[src/rtl/ts_output_mux.sv]
// ts_output_mux: packet-aligned transport-stream output selector.
// Picks one of NUM_CH TS input channels for the single TS output. A select
// write never cuts a packet: the old channel is drained to a packet gap
// (or forced after DRAIN_TIMEOUT cycles), the output is then blanked until
// the new channel presents a sync byte. Each commit pulses
// RESET_ON_CHANGE_OUT for PULSE_LEN cycles.
//
// state    | meaning
// ---------+------------------------------------------------------------
// ST_RUN   | output follows cur, waiting for a select write
// ST_DRAIN | output still follows cur, waiting for a gap or the timeout
// ST_HUNT  | cur committed, valid/sync blanked until cur shows a sync byte

module ts_output_mux #(
  parameter int         NUM_CH        = 4,
  parameter int         DATA_W        = 8,
  parameter logic [7:0] REG_ADDR      = 8'h20,
  parameter int         DRAIN_TIMEOUT = 1024,
  parameter int         PULSE_LEN     = 4
) (
  input  logic                     CLK,
  input  logic                     RST,
  input  logic [7:0]               SPI_ADDRESS,
  input  logic [7:0]               SPI_DATA,
  input  logic                     RISING_SS,
  input  logic [NUM_CH*DATA_W-1:0] DATA_IN_BUS,
  input  logic [NUM_CH-1:0]        DCLK_BUS,
  input  logic [NUM_CH-1:0]        D_VALID_BUS,
  input  logic [NUM_CH-1:0]        P_SYNC_BUS,
  output logic [DATA_W-1:0]        DATA_OUT,
  output logic                     DCLK_OUT,
  output logic                     D_VALID_OUT,
  output logic                     P_SYNC_OUT,
  output logic                     RESET_ON_CHANGE_OUT,
  output logic [3:0]               CUR_SEL,
  output logic                     SWITCH_BUSY,
  output logic                     SEL_ERR
);

  localparam int CW  = (NUM_CH > 1) ? $clog2(NUM_CH) : 1;
  localparam int DCW = (DRAIN_TIMEOUT > 1) ? $clog2(DRAIN_TIMEOUT) : 1;
  localparam int PCW = $clog2(PULSE_LEN + 1);

  localparam logic [DCW-1:0] DRAIN_LAST   = DCW'(DRAIN_TIMEOUT - 1);
  localparam logic [PCW-1:0] PULSE_RELOAD = PCW'(PULSE_LEN - 1);
  localparam logic [4:0]     NUM_CH_W     = 5'(NUM_CH);

  typedef enum logic [1:0] {
    ST_RUN   = 2'd0,
    ST_DRAIN = 2'd1,
    ST_HUNT  = 2'd2
  } state_t;

  state_t             state_q, state_d;
  logic [CW-1:0]      cur_q, cur_d;
  logic [CW-1:0]      pend_q, pend_d;
  logic               sel_err_q, sel_err_d;
  logic [DCW-1:0]     drain_cnt_q, drain_cnt_d;
  logic [PCW-1:0]     pulse_cnt_q, pulse_cnt_d;
  logic               rst_chg_q, rst_chg_d;
  logic [DATA_W-1:0]  data_q, data_d;
  logic               dclk_q, dclk_d;
  logic               dv_q, dv_d;
  logic               ps_q, ps_d;

  logic               wr_sel;
  logic [3:0]         req;
  logic               req_ok;
  logic               req_valid;
  logic               req_is_cur;
  logic [CW-1:0]      req_idx;

  logic [DATA_W-1:0]  sel_data;
  logic               sel_dclk;
  logic               sel_dv;
  logic               sel_ps;
  logic               sync_hit;

  logic               commit;
  logic [CW-1:0]      commit_ch;
  logic               pass_ok;

  // Upper SPI data bits carry nothing for this register.
  logic               unused_spi_hi;
  assign unused_spi_hi = ^SPI_DATA[7:4];

  assign wr_sel     = RISING_SS && (SPI_ADDRESS == REG_ADDR);
  assign req        = SPI_DATA[3:0];
  assign req_ok     = ({1'b0, req} < NUM_CH_W);
  assign req_idx    = req[CW-1:0];
  assign req_valid  = wr_sel && req_ok;
  assign req_is_cur = (req == 4'(cur_q));

  // Route the committed channel's byte, strobe, valid and sync.
  always_comb begin
    sel_data = '0;
    sel_dclk = 1'b0;
    sel_dv   = 1'b0;
    sel_ps   = 1'b0;
    for (int k = 0; k < NUM_CH; k++) begin
      if (cur_q == CW'(k)) begin
        sel_data = DATA_IN_BUS[k*DATA_W +: DATA_W];
        sel_dclk = DCLK_BUS[k];
        sel_dv   = D_VALID_BUS[k];
        sel_ps   = P_SYNC_BUS[k];
      end
    end
  end

  assign sync_hit = sel_dclk && sel_dv && sel_ps;

  // Next-state logic for the switch FSM, pulse timer and output stage.
  always_comb begin
    state_d     = state_q;
    cur_d       = cur_q;
    pend_d      = pend_q;
    sel_err_d   = sel_err_q;
    drain_cnt_d = drain_cnt_q;
    pulse_cnt_d = pulse_cnt_q;
    rst_chg_d   = rst_chg_q;
    commit      = 1'b0;
    commit_ch   = pend_q;

    if (wr_sel) begin
      if (req_ok) begin
        sel_err_d = 1'b0;
        pend_d    = req_idx;
      end else begin
        sel_err_d = 1'b1;
      end
    end

    case (state_q)
      ST_RUN: begin
        if (req_valid && !req_is_cur) begin
          state_d     = ST_DRAIN;
          drain_cnt_d = '0;
        end
      end
      ST_DRAIN: begin
        // A write in the same cycle as a gap wins; the gap is re-examined
        // next cycle against the new pending channel.
        if (req_valid) begin
          if (req_is_cur) begin
            state_d     = ST_RUN;
            drain_cnt_d = '0;
          end
        end else if (!sel_dv || (drain_cnt_q == DRAIN_LAST)) begin
          commit      = 1'b1;
          commit_ch   = pend_q;
          state_d     = ST_HUNT;
          drain_cnt_d = '0;
        end else begin
          drain_cnt_d = drain_cnt_q + 1'b1;
        end
      end
      ST_HUNT: begin
        if (req_valid && !req_is_cur) begin
          commit    = 1'b1;
          commit_ch = req_idx;
        end else if (sync_hit) begin
          state_d = ST_RUN;
        end
      end
      default: begin
        state_d = ST_RUN;
      end
    endcase

    // rst_chg_q rises the cycle after a commit and holds for PULSE_LEN
    // cycles; pulse_cnt_q counts the remaining cycles after the first.
    if (commit) begin
      cur_d       = commit_ch;
      pulse_cnt_d = PULSE_RELOAD;
      rst_chg_d   = 1'b1;
    end else if (pulse_cnt_q != '0) begin
      pulse_cnt_d = pulse_cnt_q - 1'b1;
    end else begin
      rst_chg_d = 1'b0;
    end

    // In HUNT only the sync byte that ends the hunt is passed through.
    pass_ok = (state_q != ST_HUNT) || (sync_hit && !commit);
    data_d  = sel_data;
    dclk_d  = sel_dclk;
    dv_d    = sel_dv && pass_ok;
    ps_d    = sel_ps && pass_ok;
  end

  // State, counters and the registered output stage.
  always_ff @(posedge CLK or posedge RST) begin
    if (RST) begin
      state_q     <= ST_RUN;
      cur_q       <= '0;
      pend_q      <= '0;
      sel_err_q   <= 1'b0;
      drain_cnt_q <= '0;
      pulse_cnt_q <= '0;
      rst_chg_q   <= 1'b0;
      data_q      <= '0;
      dclk_q      <= 1'b0;
      dv_q        <= 1'b0;
      ps_q        <= 1'b0;
    end else begin
      state_q     <= state_d;
      cur_q       <= cur_d;
      pend_q      <= pend_d;
      sel_err_q   <= sel_err_d;
      drain_cnt_q <= drain_cnt_d;
      pulse_cnt_q <= pulse_cnt_d;
      rst_chg_q   <= rst_chg_d;
      data_q      <= data_d;
      dclk_q      <= dclk_d;
      dv_q        <= dv_d;
      ps_q        <= ps_d;
    end
  end

  assign DATA_OUT            = data_q;
  assign DCLK_OUT            = dclk_q;
  assign D_VALID_OUT         = dv_q;
  assign P_SYNC_OUT          = ps_q;
  assign RESET_ON_CHANGE_OUT = rst_chg_q;
  assign CUR_SEL             = 4'(cur_q);
  assign SWITCH_BUSY         = (state_q != ST_RUN);
  assign SEL_ERR             = sel_err_q;

endmodule
[config.mk]
export PLATFORM = sky130hd
export DESIGN_NAME = ts_output_mux
export DESIGN_NICKNAME = d
export VERILOG_FILES = /design/src/rtl/ts_output_mux.sv
export SDC_FILE = /design/constraint.sdc
export NUM_CORES = 1
export LEC_CHECK = 0
export ABC_CLOCK_PERIOD_IN_PS = 1930
export BUFFER_PORTS_ARGS = -buffer_cell sky130_fd_sc_hd__buf_2
export CORE_ASPECT_RATIO = 0.7
export CORE_MARGIN = 10
export CORE_UTILIZATION = 30
export CTS_CLUSTER_SIZE = 8
export DETAILED_ROUTE_END_ITERATION = 8
export GPL_TIMING_DRIVEN = 1
export SETUP_SLACK_MARGIN = 0.1
export SYNTH_ARGS = -nofsm -noshare
export SYNTH_HDL_FRONTEND = slang
export SYNTH_SLANG_ARGS = --single-unit
[constraint.sdc]
create_clock -name CLK -period 1.93 [get_ports CLK]
set_input_delay 0.193 -clock CLK [delete_from_list [all_inputs] [get_ports CLK]]
set_output_delay 0.193 -clock CLK [all_outputs]
set_load 0.1 [all_outputs]
==> results.tsv <==
metric	value	unit
status	complete, but fails checks	
antenna_cells	0	
yosys.area_share.simple	16.2	%
cts_hold_buf	0	
syn_area_per_cell	11.5	sq um
clk_pin_slew_worst_paths	0.07	ns
min_path_type	in2async	
synth.top_cell.area_share	43.1	%
drt-total-wl	5630	um
yosys.area.top_type	dfrtp_1	
placed_cells	341	
antenna_found_initial	0	
synthAdderAreaFrac	4.71	%
die_w	114	um
grt_max_degree	33	
synth_seq_cells	32	
reg2regPathDepth	5	
cts_buffers	5	
yosysMostFrequentCell	dfrtp_1	
start_util	31.7	%
startpoint_type	input pin	
critical_path.startpoint	SPI_ADDRESS[2]	
synth_top_family_by_area	multiplexers	
fillers	547	
critPathMaxFanout	7	
tritoncts	yes	
period_minus_slack	2.03	ns
dr.pass1.iters	4	
dieArea	9800	sq um
crit_chain	buf_6 > or4b_4 > or4_4 > or4_4 > a2111o_1 > nand3_1	
powerDensity	1090	nW/um^2
synth_mux_area_share	19.2	%
cpMaxStageDelayCell	or4b_4	
root_buffer	clkbuf_8	
grt-ovfl-total	0	
ys_types	47	
criticalPathCategory	in2reg	
irDropWorstVdd	0.000436	V
cellLeakagePower	0.00141	uW
syn-cell-area	1860	sq um
clockBufferDepth	2	
htree_levels	2	
cp_top_family	simple AND/OR/NAND/NOR gates	
rsz0062_at_grt	yes	
grt_pass1_vias	1842	
ys_seq_area_share	43.1	%
synth_area_leaders	dfrtp_1, mux4_2, ha_1	
synth_compound_gate_area_share	11.0	%
violations	negative hold slack, negative setup slack	
finalClockSkew	0.00639	ns
postLayoutCellArea	3000	sq um
cp_data_arrival_time	2.25	ns
cts_sinks	32	
drv_cap	0	
reg2reg_from	cur_q[0]$_DFFE_PP0P_	
critPathBufInv	1	
die_h	85.9	um
core	5870	sq um
fin_nets	351	
grt_util_all_layers	11.2	%
endpoint_kind	register	
worstPathRequired	2.15	ns
first_iter_violations	41	
hold_violations	20	
place_area	2590	sq um
io_buffers	74	
vias_per_cell	4.87	
synth_xor_area_share	1.41	%
grt_pass1_wl	9140	um
crit_top_cell	or4_4	
dpl.hpwl	4320	um
synth_ff_type	dfrtp_1	
clock_latency	0.28	ns
wire_per_inst	15.8	um
ys_warn_count	0	
drive_above_1_share	63.1	%
finalSetupViolCount	6	
timing.fmax	0.492	GHz
antenna_left	0	
pin_count	81	
fin_ws	-0.103	ns
whs	-0.00858	ns
area_growth	61.2	%
final_max_slew_viol_count	0	
gp_congestion	0.808	
yosys-top-cells-count	dfrtp_1, nand3_1, mux4_2	
syn_inst	161	
fp-row-count	23	
fin_crit_sh	105	%
slowest_delay	0.52	ns
final_cells	357	
synth_edf_count	0	
reg2reg_to	state_q[0]$_DFFE_PP0P_	
r2r_slack	-0.05	ns
vias	1740	
drc	0	
async_flop_share	100	%
[state kept, by name, summed over array words and instances (netlist names)]
signal               count
DATA_OUT                 8
RESET_ON_CHANGE_OUT      1
state_q                  2
P_SYNC_OUT               1
DCLK_OUT                 1
pend_q                   2
drain_cnt_q             10
SEL_ERR                  1
pulse_cnt_q              3
D_VALID_OUT              1
cur_q                    2
[cells by family after synthesis]
kind of cell    after synthesis
simple gates                 54
other cells                   1
mux                          21
xor+xnor                      3
buf+inv                      16
compound gates               27
flops                        32
fa+ha+maj                     7
[area by class of cell]
type	instances	area [sq um]	share of cell area [%]
clock buffer	6	72.6	2.42
clock inverter	2	35.0	1.17
inverter	9	33.8	1.13
multi-input combinational	114	1180	39.3
sequential	32	808	27.0
tap	75	93.8	3.13
timing repair buffer	119	776	25.9
[power breakdown]
| part | internal, uW | switching, uW |
|---|---|---|
| clock | 383 | 254 |
| combinational | 722 | 1070 |
| sequential | 794 | 54.0 |
| total | 1900 | 1380 |
[through the flow]
| step | setup WS [ns] | TNS [ns] | total power (uW) | utilization, % |
|---|---|---|---|---|
| final | -0.103 | -0.291 | 3280 | 51.1 |
| after global routing | -0.136 | -0.628 | 3480 | 51.1 |
| after CTS | -0.0819 | -0.223 | 3090 | 48.1 |
| after detailed placement | -0.385 | -5.33 | 2350 | 44.2 |
| after global placement | -0.345 | -4.93 | 2340 | 44.2 |
| after floorplan | -0.433 | -4.83 | 1910 | - |
[how the worst max path moves through the flow]
stage                                            end  slack, ns  cells after the start
after floorplan           drain_cnt_q[6]$_DFFE_PP0P_      -0.43                      7
after global placement    drain_cnt_q[3]$_DFFE_PP0P_      -0.35                      6
after detailed placement  drain_cnt_q[3]$_DFFE_PP0P_      -0.38                      6
after global routing      drain_cnt_q[3]$_DFFE_PP0P_      -0.14                      6
after CTS                 drain_cnt_q[3]$_DFFE_PP0P_      -0.08                      6
final                     drain_cnt_q[3]$_DFFE_PP0P_      -0.10                      6
[timing repair]
action / 4_1_cts / 5_1_grt
pin swaps: 10 / 12
cloned: 0 / 0
resized for setup: 22 / 32
endpoints found under the setup margin: 19 / 20
setup buffers: 3 / 6
[tightest hold or removal path, stage by stage]
cell and delay (ns):
buf_2 0.09, inv_1 0.04, buf_4 0.37
[metal layers]
metal / global-route usage (%) / share of wire (%) / up-vias
li1: - / - / 851
met1: 14.8 / 44 / 848
met2: 16.6 / 48 / 36
met3: 4.11 / 6.2 / 5
met4: 3.75 / 1.1 / 0
met5: 0 / 0 / -
[cell usage in the layout, fill, tap and decap left out, types with 3 or more instances in the layout]
cell,count
dfrtp_1,30
ha_1,5
buf_2,72
mux2_4,3
nand2_1,7
or4_4,3
and3_1,3
mux4_2,11
buf_6,10
nor3_1,4
clkbuf_8,5
nor2_1,5
mux2_2,4
o211ai_1,4
mux2i_1,3
inv_1,9
nand3_1,9
a2bb2oi_2,3
buf_4,34
Note: power is estimated with default switching activity, not from simulation.
